### src/rtl/sram_ctrl_pkg.sv
// Shared definitions for the MEM-stage SRAM controller: FSM encoding,
// SRAM bus widths and default address map / timing.
package sram_ctrl_pkg;

    typedef enum logic [1:0] {
        ST_IDLE = 2'd0,
        ST_LO   = 2'd1,
        ST_HI   = 2'd2,
        ST_DONE = 2'd3
    } state_t;

    localparam int unsigned SRAM_ADDR_W         = 18;
    localparam int unsigned SRAM_DATA_W         = 16;
    localparam int unsigned DEFAULT_WAIT_CYCLES = 3;
    localparam logic [31:0] DEFAULT_BASE_ADDR   = 32'd1024;

endpackage

### src/rtl/sram_wait_counter.sv
// Per-phase hold counter: flags the last cycle of a phase and the cycle
// before it (used to release write-enable one cycle early).
module sram_wait_counter #(
    parameter int unsigned WAIT_CYCLES = 3
) (
    input  logic i_clk,
    input  logic i_rst,
    input  logic i_clr,
    input  logic i_en,
    output logic o_last,
    output logic o_pre_last
);

    localparam int unsigned CNT_W = (WAIT_CYCLES > 1) ? $clog2(WAIT_CYCLES) : 1;
    localparam logic [CNT_W-1:0] LAST_V = CNT_W'(WAIT_CYCLES - 1);
    localparam logic [CNT_W-1:0] PRE_V  = CNT_W'((WAIT_CYCLES > 1) ? (WAIT_CYCLES - 2) : 0);

    logic [CNT_W-1:0] r_count;

    always_ff @(posedge i_clk) begin
        if (i_rst || i_clr) begin
            r_count <= '0;
        end else if (i_en) begin
            r_count <= r_count + 1'b1;
        end
    end

    assign o_last     = (r_count == LAST_V);
    assign o_pre_last = (WAIT_CYCLES > 1) && (r_count == PRE_V);

endmodule

### src/rtl/sram_ctrl.sv
// Splits one 32-bit MEM-stage load/store into two 16-bit async SRAM accesses.
// Optional access statistics enabled by defining SRAM_CTRL_STATS_EN.
module sram_ctrl
    import sram_ctrl_pkg::*;
#(
    parameter int unsigned WAIT_CYCLES = DEFAULT_WAIT_CYCLES,
    parameter logic [31:0] BASE_ADDR   = DEFAULT_BASE_ADDR
) (
    input  logic                   clk,
    input  logic                   rst,
    input  logic                   wr_en,
    input  logic                   rd_en,
    input  logic [31:0]            address,
    input  logic [31:0]            write_data,
    output logic [31:0]            read_data,
    output logic                   ready,
    output logic [SRAM_ADDR_W-1:0] sram_addr,
    output logic [SRAM_DATA_W-1:0] sram_dq_out,
    input  logic [SRAM_DATA_W-1:0] sram_dq_in,
    output logic                   sram_dq_oe,
    output logic                   sram_we_n,
    output logic [15:0]            rd_count,
    output logic [15:0]            wr_count
);

    localparam logic WE_LOW_ON_ENTRY = (WAIT_CYCLES > 1);

    state_t      r_state;
    logic        r_op_wr;
    logic [16:0] r_word;
    logic [15:0] r_data_hi;
    logic [31:0] r_read_data;
    logic [17:0] r_sram_addr;
    logic [15:0] r_dq_out;
    logic        r_dq_oe;
    logic        r_we_n;

    logic        w_req;
    logic [16:0] w_word;
    logic        w_last;
    logic        w_pre_last;
    logic        w_cnt_clr;
    logic        w_cnt_en;

    assign w_req  = wr_en | rd_en;
    assign w_word = 17'((address - BASE_ADDR) >> 2);

    assign w_cnt_clr = (r_state == ST_IDLE) || (r_state == ST_DONE) || w_last;
    assign w_cnt_en  = (r_state == ST_LO) || (r_state == ST_HI);

    sram_wait_counter #(
        .WAIT_CYCLES(WAIT_CYCLES)
    ) u_wait (
        .i_clk      (clk),
        .i_rst      (rst),
        .i_clr      (w_cnt_clr),
        .i_en       (w_cnt_en),
        .o_last     (w_last),
        .o_pre_last (w_pre_last)
    );

    // SRAM pins are registered one edge ahead so they change only on phase
    // boundaries; WE rises one cycle before the address moves.
    always_ff @(posedge clk) begin
        if (rst) begin
            r_state     <= ST_IDLE;
            r_op_wr     <= 1'b0;
            r_word      <= '0;
            r_data_hi   <= '0;
            r_read_data <= '0;
            r_sram_addr <= '0;
            r_dq_out    <= '0;
            r_dq_oe     <= 1'b0;
            r_we_n      <= 1'b1;
        end else begin
            case (r_state)
                ST_IDLE: begin
                    if (w_req) begin
                        r_op_wr     <= wr_en;
                        r_word      <= w_word;
                        r_data_hi   <= write_data[31:16];
                        r_sram_addr <= {w_word, 1'b0};
                        if (wr_en) begin
                            r_dq_out <= write_data[15:0];
                        end
                        r_dq_oe <= wr_en;
                        r_we_n  <= !(wr_en && WE_LOW_ON_ENTRY);
                        r_state <= ST_LO;
                    end
                end
                ST_LO: begin
                    if (w_last) begin
                        if (!r_op_wr) begin
                            r_read_data[15:0] <= sram_dq_in;
                        end
                        r_sram_addr <= {r_word, 1'b1};
                        if (r_op_wr) begin
                            r_dq_out <= r_data_hi;
                        end
                        r_dq_oe <= r_op_wr;
                        r_we_n  <= !(r_op_wr && WE_LOW_ON_ENTRY);
                        r_state <= ST_HI;
                    end else if (w_pre_last) begin
                        r_we_n <= 1'b1;
                    end
                end
                ST_HI: begin
                    if (w_last) begin
                        if (!r_op_wr) begin
                            r_read_data[31:16] <= sram_dq_in;
                        end
                        r_dq_oe <= 1'b0;
                        r_we_n  <= 1'b1;
                        r_state <= ST_DONE;
                    end else if (w_pre_last) begin
                        r_we_n <= 1'b1;
                    end
                end
                ST_DONE: begin
                    r_state <= ST_IDLE;
                end
                default: begin
                    r_state <= ST_IDLE;
                end
            endcase
        end
    end

    always_comb begin
        ready = 1'b0;
        case (r_state)
            ST_IDLE: ready = !w_req;
            ST_DONE: ready = 1'b1;
            default: ready = 1'b0;
        endcase
    end

    assign read_data   = r_read_data;
    assign sram_addr   = r_sram_addr;
    assign sram_dq_out = r_dq_out;
    assign sram_dq_oe  = r_dq_oe;
    assign sram_we_n   = r_we_n;

`ifdef SRAM_CTRL_STATS_EN
    logic [15:0] r_rd_count;
    logic [15:0] r_wr_count;

    always_ff @(posedge clk) begin
        if (rst) begin
            r_rd_count <= '0;
            r_wr_count <= '0;
        end else if (r_state == ST_DONE) begin
            if (r_op_wr) begin
                r_wr_count <= r_wr_count + 16'd1;
            end else begin
                r_rd_count <= r_rd_count + 16'd1;
            end
        end
    end

    assign rd_count = r_rd_count;
    assign wr_count = r_wr_count;
`else
    assign rd_count = '0;
    assign wr_count = '0;
`endif

endmodule

### config.mk
export PLATFORM = sky130hd
export DESIGN_NAME = sram_ctrl
export DESIGN_NICKNAME = d
export VERILOG_FILES = /design/src/rtl/sram_ctrl_pkg.sv /design/src/rtl/sram_wait_counter.sv /design/src/rtl/sram_ctrl.sv
export SDC_FILE = /design/constraint.sdc
export NUM_CORES = 1
export LEC_CHECK = 0
export ABC_AREA = 1
export CAP_MARGIN = 15
export CELL_PAD_IN_SITES_DETAIL_PLACEMENT = 0
export CELL_PAD_IN_SITES_GLOBAL_PLACEMENT = 1
export CORE_MARGIN = 2
export CORE_UTILIZATION = 28
export CTS_BUF_LIST = sky130_fd_sc_hd__clkbuf_4 sky130_fd_sc_hd__clkbuf_8
export DETAILED_ROUTE_END_ITERATION = 10
export PLACE_DENSITY_LB_ADDON = 0.1
export SETUP_SLACK_MARGIN = 0.02
export SLEW_MARGIN = 20
export SYNTH_ARGS = -nofsm -noshare
export SYNTH_HDL_FRONTEND = slang
export SYNTH_SLANG_ARGS = --single-unit
export TNS_END_PERCENT = 20
### constraint.sdc
create_clock -name clk -period 1.7 [get_ports clk]
set_clock_uncertainty 0.15 [all_clocks]
set_input_delay 0.425 -clock clk [delete_from_list [all_inputs] [get_ports clk]]
set_output_delay 0.425 -clock clk [all_outputs]
set_load 0.005 [all_outputs]
==> results of run 1 <==
==> synthesized netlist by cell type (all sizes together) <==
cell | instances | area share [%]
nand3 | 21 | 2.2
nand4 | 16 | 2.1
nand3b | 1 | 0.16
nand2 | 135 | 11
o2111ai | 1 | 0.18
o21ai | 78 | 8.1
inv | 77 | 6.0
a211oi | 1 | 0.16
a21oi | 67 | 7.3
xor2 | 1 | 0.18
conb | 1 | 0.078
clkbuf | 25 | 1.9
nor2 | 107 | 8.4
ha | 7 | 1.8
buf | 47 | 6.5
o211ai | 2 | 0.31
dfxtp | 106 | 44
nor3 | 1 | 0.10
==> cell families after synthesis <==
logic type / Yosys count
adders and majority gates: 7
DFF: 106
xor gates and xnor gates: 1
other: 1
and+or+nand+nor: 281
buffers and inverters: 149
AOI/OAI and AO/OA: 149
==> sequential cells by signal (all words and copies together) (netlist names) <==
register	flops
read_data	32
r_op_wr	1
u_wait.r_count	2
sram_dq_oe	1
r_word	17
r_data_hi	16
sram_we_n	1
sram_addr	18
r_state	2
sram_dq_out	16
==> metrics by stage <==
stage / setup WS, ns / instances / hold slack (ns) / power [mW] / setup TNS [ns]
6_report: -0.199 / 1099 / 0.277 / 10.8 / -1.59
5_1_grt: -0.262 / 1099 / 0.296 / 11.7 / -4.38
4_1_cts: -0.225 / 1093 / 0.298 / 10.2 / -4.15
3_5_place_dp: -0.628 / 1065 / 0.284 / 8.17 / -21.31
3_3_place_gp: -0.602 / 1065 / 0.279 / 8.14 / -19.59
2_1_floorplan: 0.0374 / 725 / 0.267 / 5.91 / 0
==> worst reg2reg max path, stage by stage, from the launching register on <==
cell,delay (ns)
dfxtp_2,0.36
inv_2,0.05
buf_4,0.14
ha_4,0.17
inv_6,0.07
nor2_4,0.04
a21oi_4,0.16
buf_6,0.18
clkbuf_16,0.15
nand4_1,0.07
nand2_1,0.11
nor2_1,0.05
==> what timing repair did <==
| item | 4_1_cts | 5_1_grt |
|---|---|---|
| cloned | 1 | 3 |
| resized for setup | 185 | 52 |
| pin swaps | 8 | 9 |
| endpoints found under the setup margin | 109 | 101 |
| setup buffers | 11 | 5 |
==> layout make-up <==
cell class	count	area share (%)
well taps	220	3.72
clock inverters	7	0.896
multi-input cells	470	31.7
inverters	77	4.08
flip-flops and latches	106	29.7
repair buffers	210	28.2
clock buffers	9	1.67
==> worst max path at each step <==
stage	start	to	slack, ns	depth (start not counted)
after global placement	wr_en	ready	-0.60	7
after floorplan	r_state[1]	sram_addr[1]	0.04	9
after detailed placement	wr_en	ready	-0.63	7
final	rd_en	ready	-0.20	7
after CTS	r_state[1]	ready	-0.23	7
after global routing	r_state[1]	ready	-0.26	7
==> power breakdown <==
group | switching, mW | internal (mW) | leakage, nW
Sequential | 0.355 | 3.22 | 0.896
Clock | 1.00 | 0.575 | 0.0922
Combinational | 2.87 | 2.79 | 2.48
==> layer usage <==
metal / vias up / track usage [%] / wire length [um]
li1: 2497 / - / -
met1: 2237 / 20.0 / 6560
met2: 133 / 27.7 / 7120
met3: 11 / 3.93 / 953
met4: 0 / 5.56 / 184
met5: - / 0 / 0
==> flow_summary_export.csv, run 1 <==
group,metric,value,unit
outcome,status,"finished, violations left",
outcome,violations,"setup timing",
placed_design,hpwl,10.5,mm
critical_path,crit_chain,"clkdlybuf4s50_1 > inv_2 > nand3_4 > inv_2 > nor2_2 > nor2_1 > buf_2",
grt,grt_pass1_vias,4775,
finish,final_area,7400,um2
logic_synthesis,ys_seq_area_share,44.0,%
worst_hold_path,hp-class,"reg -> reg",
clock_network,clockBufferDepth,2,
floorplanning,die-width,135,um
logic_synthesis,synthAdderAreaFrac,1.82,%
route,drt-wirelength-per-cell,13.5,um
clock_network,path_clk_slew,0.12,ns
timing,period_share,112,%
critical_path,worst-r2r-cell-count,11,
timing,grt_setup_unrepaired,"true",
timing,fmax,526,MHz
route,drt_wl_total,14.8,mm
clock_network,postCtsHoldBufs,0,
flow_run,drv_cap,0,
critical_path,crit_path_start_kind,"input pin",
placed_design,port_buffers,137,
finish,nets,965,
critical_path,cp_max_fo,2,
floorplanning,initial_core_util,28.9,%
grt,grt_max_degree,41,
critical_path,critPathArrivalTime,1.32,ns
critical_path,setup.worst_path.class,"in -> out",
worst_hold_path,hold_end,"u_wait.r_count[0]",
finish,n_fill_cell,1728,
logic_synthesis,yosys.area_share.simple,23.5,%
worst_hold_path,hold_path.startpoint,"u_wait.r_count[0]",
critical_path,crit_buf_inv,4,
timing,setup_viol,32,
logic_synthesis,synthDistinctLibCells,26,
timing,hold_viol,0,
grt,globalRoute.totalOverflow,0,
floorplanning,core_area,16700,um2
power,p_leak,3.47,nW
finish,final_common_cell,"nand2_1",
critical_path,r2r_end,"sram_dq_out[3]",
clock_network,cts_tree,"done",
grt,gr-usage-all-layers,16.2,%
finish,layout_common_cells,"128 x nand2_1, 100 x nor2_1, 69 x dlygate4sd2_1, 67 x inv_1, 67 x clkdlybuf4s50_1",
route,ant_nets,0,
critical_path,required,1.12,ns
finish,diodes,0,
logic_synthesis,yosys_warnings,0,
floorplanning,die_h,135,um
timing,min_period,1.90,ns
clock_network,clock_latency,0.38,ns
critical_path,crit_top_cell,"inv_2",
logic_synthesis,ys_ff_latch,106,
logic_synthesis,synth_compound_area_share,16.0,%
route,num_vias,4878,
logic_synthesis,synth_area,4820,um2
placed_design,routabilityCongestion,0.828,
critical_path,reg2reg_setup_slack,-0.10,ns
floorplanning,die-area,18300,um2
floorplanning,io-pin-count,185,
timing,finalWorstSetupSlack,-0.199,ns
finish,drive_gt1_share,24.2,%
finish,area_growth,53.4,%
timing,slew_viol_final,0,
clock_network,h-tree-depth,3,
logic_synthesis,synth-xor-area-share,0.182,%
clock_network,cts_inserted_buffers,9,
critical_path,cpPeakStageDelay,0.48,ns
critical_path,r2r_start,"r_state[1]",
worst_hold_path,holdPathStages,1,
logic_synthesis,synth_area_per_cell,6.95,um2
route,first_pass_iters,6,
grt,antenna_found_initial,0,
clock_network,cts_sinks,106,
route,vias_per_cell,4.44,
power,power_density,1460,nW/um2
logic_synthesis,syn-instance-count,694,
clock_network,root_buffer,"clkbuf_8",
power,ir_worst_vdd,0.737,mV
placed_design,place_area,6740,um2
critical_path,critPathSlowestCell,"clkdlybuf4s50_1",
route,first_iter_violations,236,
critical_path,crit_family,"buffers and inverters",
critical_path,critPathCaptureType,"output pin",
grt,grt_pass1_wl,23.5,mm
finish,multi_input_area,2350,um2
logic_synthesis,synth_mux_area_share,0,%
floorplanning,num_rows,47,
logic_synthesis,synth_top_family_by_area,"simple AND/OR/NAND/NOR gates",
route,drc,0,
finish,fin_util,44.3,%
finish,regArea,2200,um2
No activity file was read; power rests on OpenSTA's default activity.
==> run 2, diff against run 1 <==
Settings changed: ABC_AREA 1 to 0, CORE_UTILIZATION 28 to 29.
==> run 2 against run 1 <==
  * The run still ends with setup timing left
  * Area after synthesis fell by 5.0%
  * Hold slack gained 0.031 ns
  * Final cell count decreased by 15%
  * Utilization increased by 2.0 points
  * Count of clock-buffer cells in the layout is 2 higher
  * Sequential cell count stayed put
  * Highest routed layer unchanged
==> flow_summary_export.csv, run 2 <==
group,metric,value,unit
route,vias_per_cell,4.54,
grt,antenna_found_initial,0,
logic_synthesis,ys_ff_latch,106,
clock_network,cts_inserted_buffers,9,
finish,area_growth,54.6,%
grt,grt_pass1_vias,4130,
finish,n_fill_cell,1553,
clock_network,clockBufferDepth,2,
critical_path,critPathArrivalTime,1.36,ns
grt,gr-usage-all-layers,15.9,%
clock_network,root_buffer,"clkbuf_8",
grt,globalRoute.totalOverflow,0,
logic_synthesis,ys_top_cells_by_count,"126 x nand2_1, 106 x dfxtp_1, 60 x a21oi_1",
logic_synthesis,synth_area_leaders,"dfxtp_1 46%, nand2_1 10%, mux2i_1 7.0%",
logic_synthesis,synthArstFlopShare,0,%
route,num_vias,4238,
timing,setup_viol,32,
route,drt_wl_total,13.6,mm
clock_network,cts_sinks,106,
power,internal_power,6.87,mW
timing,grt_setup_unrepaired,"true",
logic_synthesis,synth_area,4580,um2
logic_synthesis,synth_most_common_cell,"nand2_1",
route,ant_nets,0,
route,first_iter_violations,159,
floorplanning,die-width,130,um
floorplanning,die_h,130,um
clock_network,path_clk_slew,0.09,ns
floorplanning,io-pin-count,185,
critical_path,worst-r2r-cell-count,9,
route,drc,0,
critical_path,required,1.12,ns
logic_synthesis,yosys_warnings,0,
logic_synthesis,yosys.area.top_type_share,46.3,%
logic_synthesis,synth-edff-count,0,
flow_run,drv_cap,0,
timing,fmax,516,MHz
critical_path,cp_max_fo,2,
clock_network,clock_latency,0.37,ns
outcome,violations,"setup timing",
finish,drive_gt1_share,24.8,%
finish,largest_register_ff_count,32,
power,swShare,36.0,%
finish,layout_common_cells,"124 x nand2_1, 72 x dlygate4sd2_1, 67 x dfxtp_1, 63 x clkdlybuf4s50_1, 49 x a21oi_1",
timing,finalHoldWorstSlack,0.308,ns
logic_synthesis,synthDistinctLibCells,38,
logic_synthesis,syn-instance-count,550,
power,power_density,1510,nW/um2
placed_design,hpwl,8.66,mm
power,seqPwrFrac,33.0,%
logic_synthesis,ys_seq_area_share,46.3,%
grt,grt_max_degree,49,
grt,grt_pass1_wl,20.7,mm
logic_synthesis,synth_area_per_cell,8.34,um2
power,p_leak,2.95,nW
worst_hold_path,holdPathStages,2,
critical_path,setup.worst_path.class,"in -> out",
floorplanning,num_rows,45,
finish,diodes,0,
timing,hold_viol,0,
finish,nets,810,
outcome,status,"finished, violations left",
floorplanning,core_area,15300,um2
power,p_switching,3.86,mW
timing,finalWorstSetupSlack,-0.239,ns
clock_network,cts_tree,"done",
timing,slew_viol_final,0,
critical_path,critPathCaptureType,"output pin",
worst_hold_path,hp-class,"reg -> reg",
power,pwr-share-clk,15.0,%
timing,setup_tns,-2.19,ns
placed_design,port_buffers,137,
finish,final_common_cell,"nand2_1",
power,ir_worst_vdd,0.549,mV
timing,min_period,1.94,ns
power,pwr-share-comb,52.0,%
critical_path,crit_path_start_kind,"input pin",
clock_network,h-tree-depth,3,
logic_synthesis,synth_ff_type,"dfxtp_1",
route,first_pass_iters,4,
floorplanning,initial_core_util,29.9,%
placed_design,routabilityCongestion,0.750,
route,drt-wirelength-per-cell,14.6,um
floorplanning,die-area,16800,um2
timing,period_share,114,%
logic_synthesis,yosys.area.top_type,"dfxtp_1",
## run 2: cell types whose count changed after synthesis, moves of 19 or more
cell / before / now
a211oi_1: 1 / 33
inv_1: 73 / 10
mux2i_1: 0 / 32
nand3_1: 21 / 2
nor2_1: 106 / 49
o21ai_0: 77 / 11
## run 2: cells by family after synthesis
logic type,count (synthesis),share of synthesized area (%)
AND/OR/NAND/NOR,201,18.4
AO/OA/AOI/OAI,119,15.9
flip-flops,106,46.3
buffers and inverters,79,9.47
multiplexers,32,6.99
adder cells (fa/ha/maj),7,1.91
XOR/XNOR,5,0.955
other,1,0.0818
## run 2: final timing paths
| check | to | start | slack [ns] |
|---|---|---|---|
| worst max-delay path | ready | wr_en | -0.24 |
| worst min-delay path | read_data[17] | read_data[17] | 0.31 |
| worst max register to register | sram_addr[14] | r_state[1] | -0.10 |
| worst min register to register | read_data[17] | read_data[17] | 0.31 |
## run 2: timing repair
item / CTS / global route
pin swaps: 19 / 19
setup buffers: 10 / 7
endpoints found under the setup margin: 111 / 73
gates cloned: 4 / 1
gates resized for setup: 154 / 45
hold buffers: 0 / 0
## run 2: power groups by stage
stage / Clock [mW] / Combinational (mW) / Sequential, mW
3_3_place_gp: 0 / 4.39 / 3.51
6_report: 1.61 / 5.58 / 3.54
5_1_grt: 1.80 / 6.12 / 3.63
2_1_floorplan: 0 / 2.42 / 3.53
3_5_place_dp: 0 / 4.44 / 3.54
4_1_cts: 1.70 / 5.14 / 3.54
## run 2: area by class of cell
cell class / count / area (um2) / share of cell area (%)
timing repair buffer: 196 / 1980 / 27.9
clock buffer: 11 / 151 / 2.14
multi-input combinational: 396 / 2440 / 34.4
clock inverter: 4 / 51.3 / 0.724
inverter: 10 / 37.5 / 0.530
sequential: 106 / 2170 / 30.6
tap: 211 / 264 / 3.72
## run 2: metrics by stage
stage / cells / setup WS (ns) / cell area [um2] / util (%) / power [mW]
after global placement: 900 / -0.637 / 6390 / 41.7 / 7.90
final: 934 / -0.239 / 7090 / 46.3 / 10.7
after floorplan: 581 / -0.0371 / 4730 / - / 5.94
after CTS: 927 / -0.277 / 6850 / 44.7 / 10.4
after detailed placement: 900 / -0.651 / 6390 / 41.7 / 7.98
after global routing: 934 / -0.357 / 7090 / 46.3 / 11.5
## run 2: critical path, stage by stage
cell and delay, ns:
clkdlybuf4s50_1 0.46, nor3b_4 0.24, nor2_2 0.05, nor2_1 0.07, buf_2 0.11
## run 2: layer usage
layer | wire, um | vias to the layer above | track usage, %
met5 | 0 | - | 0
met4 | 133 | 0 | 3.73
met3 | 987 | 7 | 6.60
met2 | 6920 | 98 | 27.8
met1 | 5580 | 2015 | 18.2
li1 | - | 2118 | -
==> run 3, diff against run 2 <==
Settings changed: CTS_CLUSTER_SIZE set to 10.
==> results of run 3 <==
Final layout, timing and power as in run 2 (identical DEF).
